**src/rtl/gbe64_tx_overrun_monitor.sv**
```systemverilog
// gbe64_tx_overrun_monitor
// Frame gate and overrun monitor placed in front of the 64-bit 10GbE transmit core.
// A frame whose first word arrives while the core is almost full (or overflowing) is dropped
// whole. Frames that have already started always complete. Overflow rising edges and dropped
// frames are counted in saturating counters, and both counters are packed into a status word
// that software reads.
//
// Ports:
//   user_clk      sole clock (10GbE fabric domain)
//   user_rst_n    synchronous active-low reset
//   tx_data_in    frame data from the packetiser
//   tx_valid_in   data word valid
//   tx_eof_in     last word of frame (qualified by tx_valid_in)
//   tx_afull      almost-full flag from the core
//   tx_overflow   overflow level from the core
//   clr           software clear of the counters and the sticky bit (level)
//   tx_data_out   registered data to the core
//   tx_valid_out  registered valid to the core
//   tx_eof_out    registered end-of-frame to the core
//   overrun_word  {sticky overflow, afull_q, drop count, event count}
//
// EVT_W + DROP_W must equal 30 so that the two counters fill bits [29:0] of the status word.
module gbe64_tx_overrun_monitor #(
  parameter int unsigned DATA_W = 64,
  parameter int unsigned EVT_W  = 16,
  parameter int unsigned DROP_W = 14
) (
  input  logic              user_clk,
  input  logic              user_rst_n,
  input  logic [DATA_W-1:0] tx_data_in,
  input  logic              tx_valid_in,
  input  logic              tx_eof_in,
  input  logic              tx_afull,
  input  logic              tx_overflow,
  input  logic              clr,
  output logic [DATA_W-1:0] tx_data_out,
  output logic              tx_valid_out,
  output logic              tx_eof_out,
  output logic [31:0]       overrun_word
);

  typedef enum logic [1:0] {StIdle, StPass, StDrop} state_e;

  state_e state_q, state_d;

  logic [DATA_W-1:0] data_q;
  logic              valid_q, eof_q;
  logic              ovf_prev_q, sticky_q, afull_q;
  logic [EVT_W-1:0]  evt_cnt_q;
  logic [DROP_W-1:0] drop_cnt_q;

  logic fwd, drop_start, ovf_edge, blocked;

  assign blocked  = tx_afull | tx_overflow;
  assign ovf_edge = tx_overflow & ~ovf_prev_q;

  // Gating and next-state decision. Only a frame start samples the core flags.
  always_comb begin
    state_d    = state_q;
    fwd        = 1'b0;
    drop_start = 1'b0;
    if (tx_valid_in) begin
      unique case (state_q)
        StIdle: begin
          if (blocked) begin
            drop_start = 1'b1;
            state_d    = tx_eof_in ? StIdle : StDrop;
          end else begin
            fwd     = 1'b1;
            state_d = tx_eof_in ? StIdle : StPass;
          end
        end
        StPass: begin
          fwd = 1'b1;
          if (tx_eof_in) state_d = StIdle;
        end
        StDrop: begin
          if (tx_eof_in) state_d = StIdle;
        end
        default: state_d = StIdle;
      endcase
    end
  end

  always_ff @(posedge user_clk) begin
    if (!user_rst_n) begin
      state_q <= StIdle;
      data_q  <= '0;
      valid_q <= 1'b0;
      eof_q   <= 1'b0;
    end else begin
      state_q <= state_d;
      data_q  <= tx_data_in;
      valid_q <= fwd;
      eof_q   <= fwd & tx_eof_in;
    end
  end

  // Status registers. Clear wins over a same-cycle event or drop; counters stick at all-ones.
  always_ff @(posedge user_clk) begin
    if (!user_rst_n) begin
      ovf_prev_q <= 1'b0;
      afull_q    <= 1'b0;
      sticky_q   <= 1'b0;
      evt_cnt_q  <= '0;
      drop_cnt_q <= '0;
    end else begin
      ovf_prev_q <= tx_overflow;
      afull_q    <= tx_afull;
      if (clr) begin
        sticky_q   <= 1'b0;
        evt_cnt_q  <= '0;
        drop_cnt_q <= '0;
      end else begin
        if (ovf_edge) begin
          sticky_q <= 1'b1;
          if (evt_cnt_q != {EVT_W{1'b1}}) evt_cnt_q <= evt_cnt_q + EVT_W'(1);
        end
        if (drop_start && (drop_cnt_q != {DROP_W{1'b1}})) begin
          drop_cnt_q <= drop_cnt_q + DROP_W'(1);
        end
      end
    end
  end

  assign tx_data_out  = data_q;
  assign tx_valid_out = valid_q;
  assign tx_eof_out   = eof_q;
  assign overrun_word = {sticky_q, afull_q, drop_cnt_q, evt_cnt_q};

endmodule

```
**config.mk**
```make
export PLATFORM = sky130hd
export DESIGN_NAME = gbe64_tx_overrun_monitor
export DESIGN_NICKNAME = d
export VERILOG_FILES = /design/src/rtl/gbe64_tx_overrun_monitor.sv
export SDC_FILE = /design/constraint.sdc
export NUM_CORES = 1
export LEC_CHECK = 0
export ABC_AREA = 1
export BUFFER_PORTS_ARGS = -buffer_cell sky130_fd_sc_hd__buf_4
export CORE_MARGIN = 3
export CORE_UTILIZATION = 43
export DETAILED_ROUTE_END_ITERATION = 6
export GPL_TIMING_DRIVEN = 0
export PLACE_DENSITY = 0.84
export SYNTH_ARGS = -nofsm -noshare
export SYNTH_HDL_FRONTEND = slang
export SYNTH_SLANG_ARGS = --single-unit
```
**constraint.sdc**
```tcl
create_clock -name user_clk -period 1.4 [get_ports user_clk]
set_input_delay 0.14 -clock user_clk [delete_from_list [all_inputs] [get_ports user_clk]]
set_output_delay 0.14 -clock user_clk [all_outputs]
set_load 0.05 [all_outputs]
```
==> After elaboration in Yosys (flattened, before gate mapping) <==
Index checks and enable logic that the tools add are counted.
{ "classes": {"n_addsub": 2, "n_eq_ne": 5, "mux": 11, "bitwise_logic": 5, "n_reduce_logical": 6} }
{ "ops": {"columns": ["cell", "n"], "rows": [
  ["16-bit by 1-bit adder with 16-bit output, second input constant", 1],
  ["16-bit inequality test, second input constant", 1],
  ["14-bit by 1-bit adder with 14-bit output, second input constant", 1],
  ["14-bit inequality test, second input constant", 1],
  ["1-bit two-way mux", 6],
  ["2-bit two-way mux", 3],
  ["2-bit one-hot mux with 2 select lines", 1],
  ["2-bit AND reduction", 2],
  ["2-bit OR reduction", 2],
  ["1-bit bitwise AND", 2],
  ["2-bit by 1-bit equality test with 1-bit output, second input constant", 1],
  ["2-bit equality test, second input constant", 1],
  ["2-bit zero test", 1],
  ["2-bit by 1-bit inequality test with 1-bit output, second input constant", 1],
  ["1-bit NOT", 2],
  ["1-bit one-hot mux with 2 select lines", 1],
  ["1-bit logical AND", 1],
  ["1-bit OR", 1]
]} }
{ "word_totals": {"reg_bits": 101, "input_bits": 71, "output_inout_bits": 98, "word_cells": 38} }

==> Longest topological paths before layout <==
{ "depth": {"depth_word": 5, "ltp_mapped": 10, "depth_no_buf": 10} }

==> Worst setup path before layout <==
OpenSTA, ideal clock, no wires.
{ "synth_path": {"path_kind": "reg-to-reg", "startpoint": "register drop_cnt_q[1]", "endpoint": "register drop_cnt_q[10]", "arrival_time_ns": 1.578, "slack_ns": -0.288, "stages_incl_launch_ff": 9, "n_path_buf": 0, "period_less_slack_ns": 1.688, "cell_sequence": "dfxtp_1 > ha_1 > nand2_2 > nor2_8 > nand2_4 > nor2_4 > nand4_1 > nand2_1 > nor2_2"} }
{ "synth_via": {"elab_chain_cells": 2, "elab_cells_between_ends": 3, "classes_between": "add/sub (1); eq/ne (1); reduce/logical (1)"} }
{ "synth_lines": {"columns": ["item", "line", "text"], "rows": [
  ["from (decl)", "50", "logic [DROP_W-1:0] drop_cnt_q;"],
  ["from (signal assigned)", "120", "drop_cnt_q <= drop_cnt_q + DROP_W'(1);"],
  ["parallel branches: the longest is 2 deep, another holds 14-bit by 1-bit adder with 14-bit output", null, null]
]} }
Parallel ways; which one is timed is not known.
A chain may end at the register's enable or synchronous reset.

==> Final worst setup path <==
{ "layout_path": {"startpoint": "register evt_cnt_q[0]", "endpoint": "register evt_cnt_q[3]"} }
{ "layout_via": {"elab_chain_cells": 2, "elab_cells_between_ends": 3, "classes_between": "add/sub (1); eq/ne (1); reduce/logical (1)"} }
{ "layout_lines": {"columns": ["item", "line", "text"], "rows": [
  ["from (decl)", "49", "logic [EVT_W-1:0] evt_cnt_q;"],
  ["from (signal assigned)", "117", "if (evt_cnt_q != {EVT_W{1'b1}}) evt_cnt_q <= evt_cnt_q + EVT_W'(1);"],
  ["parallel branches: the longest is 2 deep, another holds 16-bit by 1-bit adder with 16-bit output", null, null]
]} }
Parallel ways; which one is timed is not known.

==> summary.md <==
| Metric | Value |
|---|---|
| Via count of the first global-routing pass | `roughly 4,300` |
| Post-detailed-route count of antenna-violating nets | `0` |
| Endpoint of the most critical register-to-register path | `evt_cnt_q[3]` |
| Share of the yosys chip area belonging to registers | `0.512` |
| Worst hold slack after final layout | `0.0716 ns` |
| Slew at the pin closest to its max-slew limit | `~0.48 ns` |
| Met3 Usage GRT | `0.0887` |
| Total Nets Final | `roughly 850` |
| DRC viols | `0` |
| GRT Overall Usage | `0.256` |
| Critical path peak fanout | `5` |
| Signed area change from the synthesized netlist to the final layout | `64.3%` |
| Final wirelength | `14.0 mm` |
| Worst Skew | `0.0160 ns` |
| Met2 Usage GRT | `0.456` |
| Die area | `10,400 um2` |
| Worst Min Path Start | `clr` |
| Design area | `6490 um2` |
| Most utilized layer in the global route result | `met2` |
| Vias per cell | `between 4 and 5` |
| Dpl cell area | `roughly 5400 um2` |
| DPL Wire Length | `8.02 mm` |
| Kind of critical path | `reg2reg` |
| WP data arrival | `~1.6 ns` |
| Routability-driven placement congestion ratio | `0.880` |
| Reg2Reg Launch Point | `evt_cnt_q[0]` |
| Commonest non-fill, non-tap cell in the layout | `buf_4` |
| Routed length per instance | `15.8 um` |
| IO Pins | `169` |
| Number of synthesized register bits | `a little over 100` |
| Max Root-Sink Buffers | `2` |
| Num rows | `34` |
| Synthesized cell area | `3950 um2` |
| Post-route setup TNS | `0 ns` |
| Number of hold-slack violations in the final timing report | `0` |
| GR Util met1 | `0.272` |
| Result of the run | `completed` |
| Maximum level of the CTS H-tree | `3` |
| CTS Buf Count | `9` |
| Maximum capacitance violations | `0` |
| Worst VDD drop | `0.674 mV` |
| Crit share post-route | `0.983` |
| Reg2reg setup slack | `0.02 ns` |
| Average footprint of a synthesized cell | `7.58 um2` |
| Synthesized Nets | `just under 600` |
| Shortest period the worst path allows | `~1.4 ns` |
| Final setup violating endpoints | `0` |
| Maximum number of pins on one net before global-route repair | `19` |
| Number of antenna violations at the first check in global routing | `1` |
| Buffers on Ports | `167` |
| RSZ-0062 raised after global routing | `true` |
| Overall power after layout | `0.00595 W` |
| Most area-consuming cells after synthesis | `dfxtp_1 (51%), nand2_1 (14%), inv_1 (9.2%), nor2_1 (5.6%), nand3_1 (3.5%)` |
| Share of cells above drive strength 1 | `0.382` |
| Library cell used as clock root buffer | `clkbuf_8` |
| Yosys top cell by area | `dfxtp_1` |
| Total via count after detailed routing | `4,305` |
| Skew-Pair Late Insertion Delay | `0.35 ns` |
| Initial cell density of the core | `0.449` |
| Highest-count cells in the layout ignoring fill and taps | `buf_4 (173), nand2_1 (137), inv_1 (94)` |
| Worst Setup End Kind | `register` |
| Post-synth top area share | `0.512` |
| Number of optimization iterations in the first detailed-route pass | `4` |
| Cell count after synthesis | `~520` |
| Data required time of the critical path | `1.64 ns` |
| Final global-route overflow total | `0` |
| Clock sink total | `around 100` |
| Number of cells traversed by the worst register-to-register path | `7` |
| Setup crit start kind | `register` |
| Global-route wire length before repair | `between 20 and 25 mm` |
| Worst rel slew slack | `0.677` |
| WHS Path Cells | `4` |
| Power density cells | `917 nW/um2` |
| Achievable clock frequency | `727 MHz` |
| TritonCTS clock tree | `done` |
| Number of slew-limit violations in the final report | `0` |
| Hold endpoint | `drop_cnt_q[4]` |
| Core footprint | `8810 um2` |
| Warning count from the yosys run | `0` |
| CTS clock-pin slew for the worst setup and hold paths | `about 0.10 ns` |
| Starting DRC count in detailed routing | `approximately 140` |
| Die width | `102 um` |
| Synth cell types | `27` |
| Total leakage power | `between 3 and 4 nW` |
| Hold Crit Class | `in2reg` |
| Die Y-Extent | `between 100 and 150 um` |
## routing by layer
layer / routed length (um) / vias to the layer above
met5: 0 / -
met3: 1060 / 54
met1: 5280 / 2003
met4: 582 / 0
li1: - / 2058
met2: 7050 / 190
## synth_stat cells
library cell	instances
nand2_2	7
nor2_2	9
a21oi_1	23
ha_1	5
a21boi_0	1
nor2_1	59
inv_2	2
nand4_4	1
buf_6	3
nor2_8	1
dfxtp_1	101
or2_2	1
o21ai_0	3
nor2_4	6
buf_4	2
nand3b_1	1
nand3_1	28
buf_2	6
nand2_4	1
inv_1	97
nand4_1	4
clkbuf_1	4
xor2_1	1
nand3_2	5
nand4_2	2
nor3_1	3
nand2_1	145
## worst max-delay path by stage
stage,startpoint,to,slack (ns)
final,evt_cnt_q[0],evt_cnt_q[3],0.02
after global routing,evt_cnt_q[14],evt_cnt_q[15],-0.03
after CTS,evt_cnt_q[0],evt_cnt_q[14],0.005
after detailed placement,state_q[0],drop_cnt_q[9],-0.16
after global placement,state_q[0],drop_cnt_q[9],-0.06
after floorplan,drop_cnt_q[4],drop_cnt_q[5],0.01
## layout make-up
type | count | area (um2)
Tap cell | 108 | 135
Clock buffer | 9 | 124
Timing Repair Buffer | 241 | 2000
Buffer | 15 | 97.6
Multi-Input combinational cell | 306 | 1630
Fill cell | 606 | 2310
Clock inverter | 6 | 56.3
Antenna cell | 2 | 5.00
Sequential cell | 101 | 2070
Inverter | 99 | 374
## per-stage QoR
| stage | setup slack (ns) | utilization | instances |
|---|---|---|---|
| after floorplan | 0.0140 | - | 521 |
| after global placement | -0.0637 | 0.612 | 796 |
| after detailed placement | -0.161 | 0.612 | 796 |
| after CTS | 0.00478 | 0.709 | 878 |
| after global routing | -0.0257 | 0.737 | 887 |
| final | 0.0241 | 0.737 | 887 |
## worst max-delay path, cell delays in order (launching register included)
cell and delay, ns:
dfxtp_4 0.39, ha_4 0.15, inv_4 0.05, nor2_4 0.13
nand4_4 0.15, buf_6 0.18, a21oi_2 0.16, nor2_1 0.06
## state kept, by name, summed over array words and instances, names as in the netlist
register	cells
tx_data_out	64
evt_cnt_q	16
drop_cnt_q	14
state_q	2
afull_q	1
ovf_prev_q	1
sticky_q	1
tx_eof_out	1
tx_valid_out	1
## cells by family (layout without fill, tap and decap cells)
| family | after synthesis | after routing | synth area share |
|---|---|---|---|
| xor gates and xnor gates | 1 | 1 | 0.00222 |
| AOI/OAI and AO/OA | 27 | 27 | 0.0348 |
| and+or+nand+nor | 273 | 273 | 0.318 |
| buffers and inverters | 114 | 370 | 0.118 |
| DFF | 101 | 101 | 0.512 |
| adders and majority gates | 5 | 5 | 0.0158 |
| other | 0 | 2 | 0 |
## power breakdown
| part | switching, W | internal, W | total (W) | leakage [nW] |
|---|---|---|---|---|
| logic | 0.000715 | 0.000472 | 0.00119 | 2.47 |
| registers | 0.0000488 | 0.00298 | 0.00303 | 0.850 |
| clock network | 0.00106 | 0.000676 | 0.00174 | 0.0897 |
## repair_timing
action                                  4_1_cts  5_1_grt
endpoints found under the setup margin        9       31
pin swaps                                     2       15
buffers inserted                              1        4
hold buffers                                 66        0
gates cloned                                  0        3
endpoints found under the hold margin        66        0
resized for setup                             5       48
Note: power is estimated with default switching activity, not from simulation.
